**src/rtl/dmem_arbiter.sv**
```systemverilog
// -----------------------------------------------------------------------------
// dmem_arbiter
//
// Shares one single-port data memory between the core MEM stage (port C) and
// a debug/loader port (port D). One transaction is in flight at a time; its
// response returns a fixed LAT cycles after the grant. Port C normally wins,
// but once port D has lost STARVE_MAX slots in a row it is given the next one.
//
// Parameters
//   ADDR_W      byte address width
//   DATA_W      data width (byte mask width is DATA_W/8)
//   LAT         memory read latency in cycles, 1..4
//   STARVE_MAX  lost slots after which port D is forced through, 1..255
//
// Ports
//   clk, rst                  clock (rising edge) / async active-low reset
//   c_* / d_*  requests       req, we, addr, wdata, wmask per port
//   c_gnt / d_gnt             request accepted this cycle (combinational)
//   c_rvalid / d_rvalid       one-cycle completion pulse
//   c_rdata / d_rdata         read data on a read completion, else 0
//   c_stall                   pipeline freeze while a core access is pending
//   mem_en/we/addr/wdata/wmask memory command, zero unless mem_en is high
//   mem_rdata                 memory read data, valid LAT cycles after mem_en
//   busy                      a transaction is outstanding
// -----------------------------------------------------------------------------
module dmem_arbiter #(
   parameter int ADDR_W     = 32,
   parameter int DATA_W     = 32,
   parameter int LAT        = 1,
   parameter int STARVE_MAX = 8
) (
   input  logic                clk,
   input  logic                rst,
   // core port
   input  logic                c_req,
   input  logic                c_we,
   input  logic [ADDR_W-1:0]   c_addr,
   input  logic [DATA_W-1:0]   c_wdata,
   input  logic [DATA_W/8-1:0] c_wmask,
   output logic                c_gnt,
   output logic                c_rvalid,
   output logic [DATA_W-1:0]   c_rdata,
   output logic                c_stall,
   // debug / loader port
   input  logic                d_req,
   input  logic                d_we,
   input  logic [ADDR_W-1:0]   d_addr,
   input  logic [DATA_W-1:0]   d_wdata,
   input  logic [DATA_W/8-1:0] d_wmask,
   output logic                d_gnt,
   output logic                d_rvalid,
   output logic [DATA_W-1:0]   d_rdata,
   // memory side
   output logic                mem_en,
   output logic                mem_we,
   output logic [ADDR_W-1:0]   mem_addr,
   output logic [DATA_W-1:0]   mem_wdata,
   output logic [DATA_W/8-1:0] mem_wmask,
   input  logic [DATA_W-1:0]   mem_rdata,
   // status
   output logic                busy
);

   typedef enum logic {
      ST_IDLE = 1'b0,
      ST_WAIT = 1'b1
   } state_t;

   localparam logic       OWN_C      = 1'b0;
   localparam logic       OWN_D      = 1'b1;
   // Counter reload: the response is due when cnt reaches zero.
   localparam logic [1:0] CNT_LOAD   = 2'(LAT - 1);
   localparam logic [7:0] STARVE_LIM = 8'(STARVE_MAX);

   state_t      state_r;
   logic [1:0]  cnt_r;
   logic        owner_r;
   logic        wr_r;       // in-flight transaction is a write (rdata forced to 0)
   logic [7:0]  starve_r;

   logic        slot_s;
   logic        resp_s;
   logic        d_force_s;
   logic        c_win_s;
   logic        d_win_s;

   // Arbitration slot detection and winner selection for the current cycle.
   always_comb begin
      slot_s = 1'b0;
      resp_s = 1'b0;
      case (state_r)
         ST_IDLE: begin
            slot_s = 1'b1;
            resp_s = 1'b0;
         end
         ST_WAIT: begin
            // The response cycle doubles as the next slot, giving LAT=1 full rate.
            slot_s = (cnt_r == 2'd0);
            resp_s = (cnt_r == 2'd0);
         end
         default: begin
            slot_s = 1'b0;
            resp_s = 1'b0;
         end
      endcase
      d_force_s = d_req & (starve_r == STARVE_LIM);
      // Grants are gated by rst so they drop the instant reset is asserted.
      c_win_s   = rst & slot_s & c_req & ~d_force_s;
      d_win_s   = rst & slot_s & d_req & ~c_win_s;
   end

   // Output decode: grants, memory command mux, responses and stall.
   always_comb begin
      c_gnt  = c_win_s;
      d_gnt  = d_win_s;
      mem_en = c_win_s | d_win_s;
      if (c_win_s) begin
         mem_we    = c_we;
         mem_addr  = c_addr;
         mem_wdata = c_wdata;
         mem_wmask = c_wmask;
      end else if (d_win_s) begin
         mem_we    = d_we;
         mem_addr  = d_addr;
         mem_wdata = d_wdata;
         mem_wmask = d_wmask;
      end else begin
         mem_we    = 1'b0;
         mem_addr  = {ADDR_W{1'b0}};
         mem_wdata = {DATA_W{1'b0}};
         mem_wmask = {(DATA_W/8){1'b0}};
      end
      busy     = rst & (state_r == ST_WAIT);
      c_rvalid = rst & resp_s & (owner_r == OWN_C);
      d_rvalid = rst & resp_s & (owner_r == OWN_D);
      c_rdata  = (c_rvalid & ~wr_r) ? mem_rdata : {DATA_W{1'b0}};
      d_rdata  = (d_rvalid & ~wr_r) ? mem_rdata : {DATA_W{1'b0}};
      // Stall covers the request cycle and the wait, but not the completion cycle.
      c_stall  = rst & (c_req | ((owner_r == OWN_C) & busy & ~c_rvalid));
   end

   // Transaction FSM, latency counter, owner tracking and starvation counter.
   always_ff @(posedge clk or negedge rst) begin
      if (!rst) begin
         state_r  <= ST_IDLE;
         cnt_r    <= 2'd0;
         owner_r  <= OWN_C;
         wr_r     <= 1'b0;
         starve_r <= 8'd0;
      end else begin
         if (c_win_s | d_win_s) begin
            state_r <= ST_WAIT;
            cnt_r   <= CNT_LOAD;
            owner_r <= d_win_s ? OWN_D : OWN_C;
            wr_r    <= d_win_s ? d_we : c_we;
         end else begin
            case (state_r)
               ST_IDLE: begin
                  state_r <= ST_IDLE;
                  cnt_r   <= 2'd0;
               end
               ST_WAIT: begin
                  if (cnt_r == 2'd0) begin
                     state_r <= ST_IDLE;
                     cnt_r   <= 2'd0;
                  end else begin
                     state_r <= ST_WAIT;
                     cnt_r   <= cnt_r - 2'd1;
                  end
               end
               default: begin
                  state_r <= ST_IDLE;
                  cnt_r   <= 2'd0;
               end
            endcase
            owner_r <= owner_r;
            wr_r    <= wr_r;
         end

         // D loses a slot only when it was requesting and C took it.
         if (slot_s) begin
            if (d_win_s | ~d_req) begin
               starve_r <= 8'd0;
            end else if (c_win_s && (starve_r != STARVE_LIM)) begin
               starve_r <= starve_r + 8'd1;
            end else begin
               starve_r <= starve_r;
            end
         end else begin
            starve_r <= starve_r;
         end
      end
   end

endmodule

```
**config.mk**
```make
export PLATFORM = sky130hd
export DESIGN_NAME = dmem_arbiter
export DESIGN_NICKNAME = d
export VERILOG_FILES = /design/src/rtl/dmem_arbiter.sv
export SDC_FILE = /design/constraint.sdc
export NUM_CORES = 1
export LEC_CHECK = 0
export ABC_AREA = 1
export CAP_MARGIN = 25
export CORE_AREA = 2 2 122 124
export CTS_CLUSTER_DIAMETER = 60
export DETAILED_ROUTE_END_ITERATION = 6
export DIE_AREA = 0 0 124 126
export GPL_TIMING_DRIVEN = 0
export HOLD_SLACK_MARGIN = 0.1
export PLACE_DENSITY = 0.58
export SLEW_MARGIN = 25
export SYNTH_ARGS = -nofsm -noshare
export SYNTH_HDL_FRONTEND = slang
export SYNTH_SLANG_ARGS = --single-unit
```
**constraint.sdc**
```tcl
create_clock -name clk -period 1.7 [get_ports clk]
set_input_delay 0.34 -clock clk [delete_from_list [all_inputs] [get_ports clk]]
set_output_delay 0.34 -clock clk [all_outputs]
set_load 0.01 [all_outputs]
```
==> Word-level counts from Yosys, hierarchy flattened <==
Cells that the tools add are included.
{ "totals": {"ff_bits": 13, "latchBits": 0, "ramBits": 0, "romBits": 0, "output_inout_bits": 140, "memories": 0} }
{ "classes": {"addsub": 2, "multipliers": 0, "div": 0, "order_cmp": 0, "eq_ne": 2, "n_shift": 0, "mux": 22, "bitwise": 25, "reduce_logical": 4} }
{ "ops": {"columns": ["cell", "count"], "rows": [
  ["$mux 32", 6],
  ["$mux 8", 2],
  ["$and 1x1->1", 15],
  ["$add 8x1->8 const B", 1],
  ["$eq 8x4->1 const B", 1],
  ["$mux 4", 2],
  ["$ne 8x4->1 const B", 1],
  ["$not 1->1", 7],
  ["$mux 1", 6],
  ["$pmux 1 s2", 3],
  ["$mux 2", 2],
  ["$pmux 2 s2", 1],
  ["$or 1x1->1", 3],
  ["$logic_not 2->1", 1],
  ["$reduce_and 2->1", 1],
  ["$reduce_bool 2->1", 1],
  ["$sub 2x1->2 const B", 1],
  ["$logic_and 1x1->1", 1]
]} }

==> Depth between registers and ports, before layout <==
Gate-level depths: netlist of the first run.
{ "depth": {"word_depth": 10, "mapped_depth": 10, "depth_no_buf": 9} }

==> Worst setup path after synthesis of the first run <==
OpenSTA, ideal clock, no wires.
{ "synth_timing": {"kind": "reg2out", "start": "reg starve_r[0]", "end": "out mem_addr[10]", "arrival_time_ns": 1.356, "path_slack_ns": 0.004, "stages_incl_launch_ff": 11, "cell_sequence": "dfrtp_1 > inv_1 > ha_1 > nand2_1 > nor2_1 > nand2_1 > nand2_1 > nor2_4 > buf_4 > nand2_1 > nand2_1"} }
{ "synth_between": {"elab_chain_len": 8} }
{ "synth_rtl": {"columns": ["item", "line_no", "rtl"], "rows": [
  ["start, declared", "79", "logic [7:0] starve_r;"],
  ["start signal, assigned", "185", "starve_r <= starve_r + 8'd1;"],
  ["start signal, assigned", "187", "starve_r <= starve_r;"],
  ["start signal, assigned", "190", "starve_r <= starve_r;"],
  ["$eq 8x4->1 (*)", "106", "d_force_s = d_req & (starve_r == STARVE_LIM);"],
  ["$and 1x1->1 (*)", "106", null],
  ["$not 1->1 (*)", "108", "c_win_s = rst & slot_s & c_req & ~d_force_s;"],
  ["$and 1x1->1 (*)", "108", null],
  ["named net c_gnt", "40", "output logic c_gnt,"],
  ["$not 1->1", "109", "d_win_s = rst & slot_s & d_req & ~c_win_s;"],
  ["$and 1x1->1", "109", null],
  ["$mux 32", "122", "end else if (d_win_s) begin"],
  ["$mux 32 (*)", "117", "if (c_win_s) begin"],
  ["end, declared", "56", "output logic [ADDR_W-1:0] mem_addr,"]
]} }
The timed path passes the listed nets; every way through them passes the cells marked *.

==> Worst setup path after layout of the first run <==
{ "layout_timing": {"start": "reg cnt_r[1]", "end": "out c_rdata[24]"} }
{ "layout_between": {"elab_chain_len": 6} }
{ "layout_rtl": {"columns": ["item", "line_no", "rtl"], "rows": [
  ["start, declared", "76", "logic [1:0] cnt_r;"],
  ["start signal, assigned", "168", "cnt_r <= cnt_r - 2'd1;"],
  ["$logic_not 2->1", "99", "resp_s = (cnt_r == 2'd0);"],
  ["$pmux 1 s2", "91", "case (state_r)"],
  ["$and 1x1->1 (2 in a row)", "134", "c_rvalid = rst & resp_s & (owner_r == OWN_C);"],
  ["$and 1x1->1", "136", "c_rdata = (c_rvalid & ~wr_r) ? mem_rdata : {DATA_W{1'b0}};"],
  ["$mux 32", "136", null],
  ["end, declared", "42", "output logic [DATA_W-1:0] c_rdata,"]
]} }
No other way between the ends.

==> results.toml, run 1 <==
[clock_tree]
insertion_delay_ns = 0.24
cts_inserted_buffers = 3
clk_pin_slew_worst_paths_ns = 0.04
htreeDepth = 1
clock_sinks = 13
root_buffer = "clkbuf_16"
cts_buffer_depth = 2
cts_tree = "done"

[setup_path]
r2r_cells = 11
cp_num_buf_inv = 5
path_common_cell = "buf_6"
slowest_delay_ns = 0.41
critPathTopFamily = "simple AND/OR/NAND/NOR gates"
worst-setup-path-type = "register to output pin"
r2r_setup_slack_ns = 0.19
cpMaxStageDelayCell = "dfrtp_1"
cp.arrival_ns = 1.80
timing.rr.end = "wr_r$_DFFE_PN0N_"
cp_cell_sequence = "nor2_2 -> inv_2 -> nor3_4 -> nand2_4 -> buf_6 -> buf_8 -> buf_6 -> nor2_4 -> buf_6"
r2r-start = "starve_r[1]$_DFFE_PN0P_"
critPathMaxFanout = 5
worst_setup_path_end_kind = "output pin"
critPathRequiredTime_ns = 1.36
cp.depth = 9
critPathLaunchType = "register"

[worst_hold_path]
hold_class = "register to register"
holdPathEnd = "wr_r$_DFFE_PN0N_"
worstHoldStart = "wr_r$_DFFE_PN0N_"
min_path_cells = 2

[synth]
yosysTopAreaCell = "nand2_1"
synth_common_cells = "180 x nand2_1, 76 x nand3_1, 76 x nor2_1"
synth-xor-area-share_pct = 0
synth_fp_nets = 634
synth_edf_count = 0
synth_top_family_by_area = "simple AND/OR/NAND/NOR gates"
yosysWarnings = 0
synth-compound-area-share_pct = 2.15
ys_ff_latch = 13
yosys.area_share.simple_pct = 65.2
yosysSeqAreaShare_pct = 14.3
synth_mux_area_share_pct = 0
synth.most_common_cell = "nand2_1"
synth.area.top_cells = "nand2_1 30%, nand3_1 17%, dfrtp_1 14%"
synth_top_area_share_pct = 29.7
netlist_instances = 458
synth_area_sq_um = 2270
synthAdderAreaFrac_pct = 1.10
yosysUniqueCellTypes = 20
async_flop_share_pct = 100
synth-main-ff-cell = "dfrtp_1"
synth_area_per_cell_sq_um = 4.96

[route]
wl_microns = 14500
vias_per_cell = 4.14
num_vias = 4107
wire_per_inst_microns = 14.6
detail-route-antenna-nets = 0
firstDrtPassIters = 4
drc = 0
first_iter_violations = 169

[global_routing]
grt_start_max_net_pins = 14
grt_pass1_vias = 3765
grt_pass1_wl_microns = 20200
grt_overflow = 0
grt_usage_pct = 16.3
antenna_found_initial = 0

[timing]
fin_worst_skew_ns = 0.00112
slew_viol_final = 0
setup_viol = 138
worst_slew_pin_slew_ns = 0.594
fin_crit_ns = 2.14
hold_viol = 0
worst_slack_ns = -0.440
fmax_mhz = 467
rsz0062_at_grt = "true"
fin_crit_sh_pct = 126
max_slew_margin_pct = 60.3

[floorplanning]
die_height_microns = 126
rows = 44
fp.dieArea_sq_um = 15600
start_util_pct = 15.9
coreArea_sq_um = 14300
fp.dieW_microns = 124
io_pins = 314

[place]
numPortBuffers = 313
hpwlAfterDp_microns = 11300
pre_cts_ws_ns = -1.60
gp_congestion = 0.876

[final_layout]
fin_util_pct = 45.6
multi_input_area_sq_um = 2040
nFillCells = 1475
seq_area_sq_um = 327
area_growth_pct = 187
antenna_cells = 0
drive_gt1_share_pct = 38.4
fin_nets = 984

[outcome]
failed_checks = "negative setup slack"
outcome = "finished, violations left"

[flow_run]
drv_cap = 0

[pwr]
p_leak_uw = 0.00331
irDropWorstVdd_uv = 450
p_per_area_nw_per_um2 = 323
## state kept, by name, summed over array words and instances, names as in the netlist
signal / flops
starve_r: 8
cnt_r: 2
owner_r: 1
state_r: 1
wr_r: 1
## worst min-delay path: stages, from the launching register on
cell,delay [ns]
dfrtp_1,0.33
nand2_1,0.05
nand3_1,0.07
## metrics by stage
step	std cells	power [uW]	hold slack (ns)	cell area, sq um	TNS (ns)
5_1_grt	991	2250	0.542	6530	-60.74
4_1_cts	987	1980	0.503	5800	-50.53
2_1_floorplan	458	706	0.0444	2270	0
3_3_place_gp	955	1510	0.488	5640	-213.75
3_5_place_dp	955	1510	0.493	5640	-213.28
6_report	991	2110	0.493	6530	-45.75
## placed cells by master, fill, tap and decap left out, drive strengths merged
cell / n
a21oi: 5
buf: 177
clkbuf: 25
clkdlybuf4s50: 170
dfrtp: 13
dlygate4sd2: 4
dlygate4sd3: 1
ha: 2
inv: 57
nand2: 183
nand3: 78
nand4: 2
nor2: 81
nor3: 5
o21ai: 4
## power by group
part / switching, uW / total, uW / internal, uW
clock network: 126 / 442 / 316
logic: 575 / 1340 / 766
registers: 8.48 / 329 / 320
total: 709 / 2110 / 1400
## layer usage
metal | global-route usage (%) | part of all wire, % | vias up
met2 | 29.9 | 51 | 166
met3 | 3.26 | 7.6 | 16
met5 | 0 | 0 | -
met4 | 1.78 | 1.2 | 0
li1 | - | - | 2092
met1 | 20.1 | 40 | 1833
## layout make-up
class	count	area share, %
repair buffers	348	50.9
multi-input cells	360	31.3
flip-flops and latches	13	5.00
plain buffers	25	4.75
well taps	184	3.53
inverters	57	3.32
clock buffers	4	1.21
## logic make-up after synthesis
logic type      count (synthesis)
fa+ha+maj                       2
compound gates                  9
flops                          13
simple gates                  349
buf+inv                        85
## repair_timing
| item | in CTS | in global routing |
|---|---|---|
| setup endpoints to repair | 151 | 140 |
| pin swaps | 11 | 10 |
| endpoints found under the hold margin | 13 | 0 |
| gates cloned | 4 | 4 |
| setup buffers | 23 | 10 |
| hold buffers | 1 | 0 |
| resized for setup | 622 | 221 |
## worst max-delay path by stage
stage / startpoint / endpoint / slack [ns]
after floorplan: starve_r[0]$_DFFE_PN0P_ / mem_addr[10] / 0.004
after global placement: rst / c_rdata[21] / -1.60
after detailed placement: rst / c_rdata[21] / -1.60
after CTS: starve_r[0]$_DFFE_PN0P_ / mem_wdata[19] / -0.53
after global routing: starve_r[1]$_DFFE_PN0P_ / mem_wmask[3] / -0.54
final: cnt_r[1]$_DFF_PN0_ / c_rdata[24] / -0.44
(Power assumes the default switching activity.)
==> run 2, diff against run 1 <==
ABC_AREA = 0   (was 1)
PLACE_DENSITY = 0.55   (was 0.58)
==> results.toml, run 2 <==
[outcome]
outcome = "finished, violations left"
failed_checks = "negative setup slack"

[final_layout]
final_cell_mix = "172 x clkdlybuf4s50_1, 112 x buf_6, 69 x a22o_1, 62 x and2_4, 58 x buf_2"
largest_reg_flops = 8
layout_commonest_cell = "clkdlybuf4s50_1"
fin_util_pct = 44.5
fin_nets = 792
reg.largest.list = "starve_r x8, cnt_r x2"
antenna_cells = 0
drive_gt1_share_pct = 50.6
final_area_sq_um = 6370
final_cells = 799
area_growth_pct = 225
top_register = "starve_r"

[synth]
synth.area.top_cells = "a22o_1 31%, and2_1 20%, dfrtp_1 17%"
yosysUniqueCellTypes = 39
yosysWarnings = 0
synth_common_cells = "69 x a22o_1, 64 x and2_1, 13 x dfrtp_1"
synth_area_per_cell_sq_um = 8.08
synth_fp_nets = 419
yosysTopAreaCell = "a22o_1"
yosysSeqAreaShare_pct = 16.6
synth_area_sq_um = 1960
synth_edf_count = 0
ys_ff_latch = 13
synth-main-ff-cell = "dfrtp_1"
synth.most_common_cell = "a22o_1"
netlist_instances = 243
async_flop_share_pct = 100
synth_top_area_share_pct = 30.8

[timing]
fin_crit_ns = 2.37
setup_viol = 144
max_slew_margin_pct = 57.5
worst_slew_pin_slew_ns = 0.635
rsz0062_at_grt = "true"
fin_worst_skew_ns = 0.00116
slew_viol_final = 0
fin_crit_sh_pct = 140
fmax_mhz = 421
worst_slack_ns = -0.674
hold_viol = 0

[route]
num_vias = 3532
wire_per_inst_microns = 18.1
wl_microns = 14400
first_iter_violations = 152
firstDrtPassIters = 4
detail-route-antenna-nets = 0
drc = 0
vias_per_cell = 4.42

[setup_path]
critPathLaunchType = "register"
worst_setup_path_end_kind = "output pin"
worst-setup-path-type = "register to output pin"
cp.arrival_ns = 2.03
critPathRequiredTime_ns = 1.36
r2r_cells = 8
critPathMaxFanout = 8

[floorplanning]
fp.dieArea_sq_um = 15600
fp.dieW_microns = 124
start_util_pct = 13.7
coreArea_sq_um = 14300
die_height_microns = 126
rows = 44
io_pins = 314

[place]
dp.cells = 740
hpwlAfterDp_microns = 11000
place_area_sq_um = 5360
gp_congestion = 0.846
numPortBuffers = 313

[clock_tree]
cts_tree = "done"
clock_sinks = 13
cts_buffer_depth = 2
insertion_delay_ns = 0.24
root_buffer = "clkbuf_16"
clk_pin_slew_worst_paths_ns = 0.04
htreeDepth = 1
cts_inserted_buffers = 3

[global_routing]
grt_usage_pct = 16.1
grt_pass1_wl_microns = 19400
grt_pass1_vias = 3615
antenna_found_initial = 0
grt_start_max_net_pins = 14
grt_overflow = 0

[pwr]
p_per_area_nw_per_um2 = 329
irDropWorstVdd_uv = 250
p_leak_uw = 0.00293
power_uw = 2100

[worst_hold_path]
hold_class = "register to register"
min_path_cells = 1

[flow_run]
drv_cap = 0
## run 2: final cells by class
class                   count  area [sq um]
repair buffers            372          3660
inverters                   6          22.5
multi-input cells         200          1730
well taps                 184           230
clock buffers               4          78.8
flip-flops and latches     13           333
plain buffers              20           324
fillers                  1391          7940
## run 2: logic make-up after synthesis
| group | after synthesis | synth area share [%] |
|---|---|---|
| compound gates | 92 | 39.2 |
| fa+ha+maj | 2 | 1.27 |
| simple gates | 103 | 32.5 |
| xor+xnor | 2 | 0.892 |
| flops | 13 | 16.6 |
| mux | 1 | 0.510 |
| buf+inv | 30 | 8.98 |
## run 2: per-stage QoR
| stage | hold slack [ns] | TNS (ns) | worst slack, ns |
|---|---|---|---|
| 2_1_floorplan | 0.0444 | -32.11 | -0.263 |
| 3_3_place_gp | 0.498 | -274.13 | -2.18 |
| 3_5_place_dp | 0.510 | -280.52 | -2.27 |
| 4_1_cts | 0.518 | -74.82 | -0.655 |
| 5_1_grt | 0.569 | -85.75 | -0.755 |
| 6_report | 0.534 | -74.17 | -0.674 |
## run 2: path summary, 6_finish.rpt
path                                    startpoint                      end  slack, ns
setup / recovery           starve_r[1]$_DFFE_PN0P_            mem_wdata[11]      -0.67
hold / removal             starve_r[7]$_DFFE_PN0P_  starve_r[7]$_DFFE_PN0P_       0.53
setup reg to reg           starve_r[1]$_DFFE_PN0P_        state_r$_DFF_PN0_      -0.12
hold reg to reg            starve_r[7]$_DFFE_PN0P_  starve_r[7]$_DFFE_PN0P_       0.53
max in group asynchronous                      rst  starve_r[3]$_DFFE_PN0P_       0.59
min in group asynchronous                      rst  starve_r[0]$_DFFE_PN0P_       0.66
## run 2: power by group
part           internal, uW  leakage, uW  switching, uW  total (uW)
Combinational           867      0.00273            459        1330
Sequential              320     0.000165           8.48         329
Clock                   316    0.0000382            127         443
## run 2: worst max-delay path, cell delays in order (launching register included)
cell and delay, ns:
dfrtp_1 0.38, inv_1 0.07, ha_2 0.16, and4bb_2 0.30, a211oi_4 0.08, buf_6 0.14, buf_12 0.14, clkbuf_8 0.15
a22o_1 0.22, buf_2 0.14
## run 2: layer usage
metal	wire (microns)	share of wire (%)	up-vias	global-route usage (%)
met3	1350	9.4	22	3.94
li1	-	-	1651	-
met1	4780	33	1630	15.8
met2	8010	55	229	32.8
met4	290	2.0	0	3.44
met5	0	0	-	0
## run 2: what timing repair did
| item | 4_1_cts | 5_1_grt |
|---|---|---|
| buffers inserted | 43 | 10 |
| hold endpoints to repair | 13 | 0 |
| resized for setup | 720 | 129 |
| setup endpoints to repair | 151 | 147 |
| hold buffers | 1 | 0 |
| pin swaps | 77 | 30 |
| cloned | 10 | 3 |
==> run 3, diff against run 2 <==
GPL_ROUTABILITY_DRIVEN = 0   (was not set)
==> results of run 3 <==
No change in the layout: final DEF, timing and power equal those of run 2.
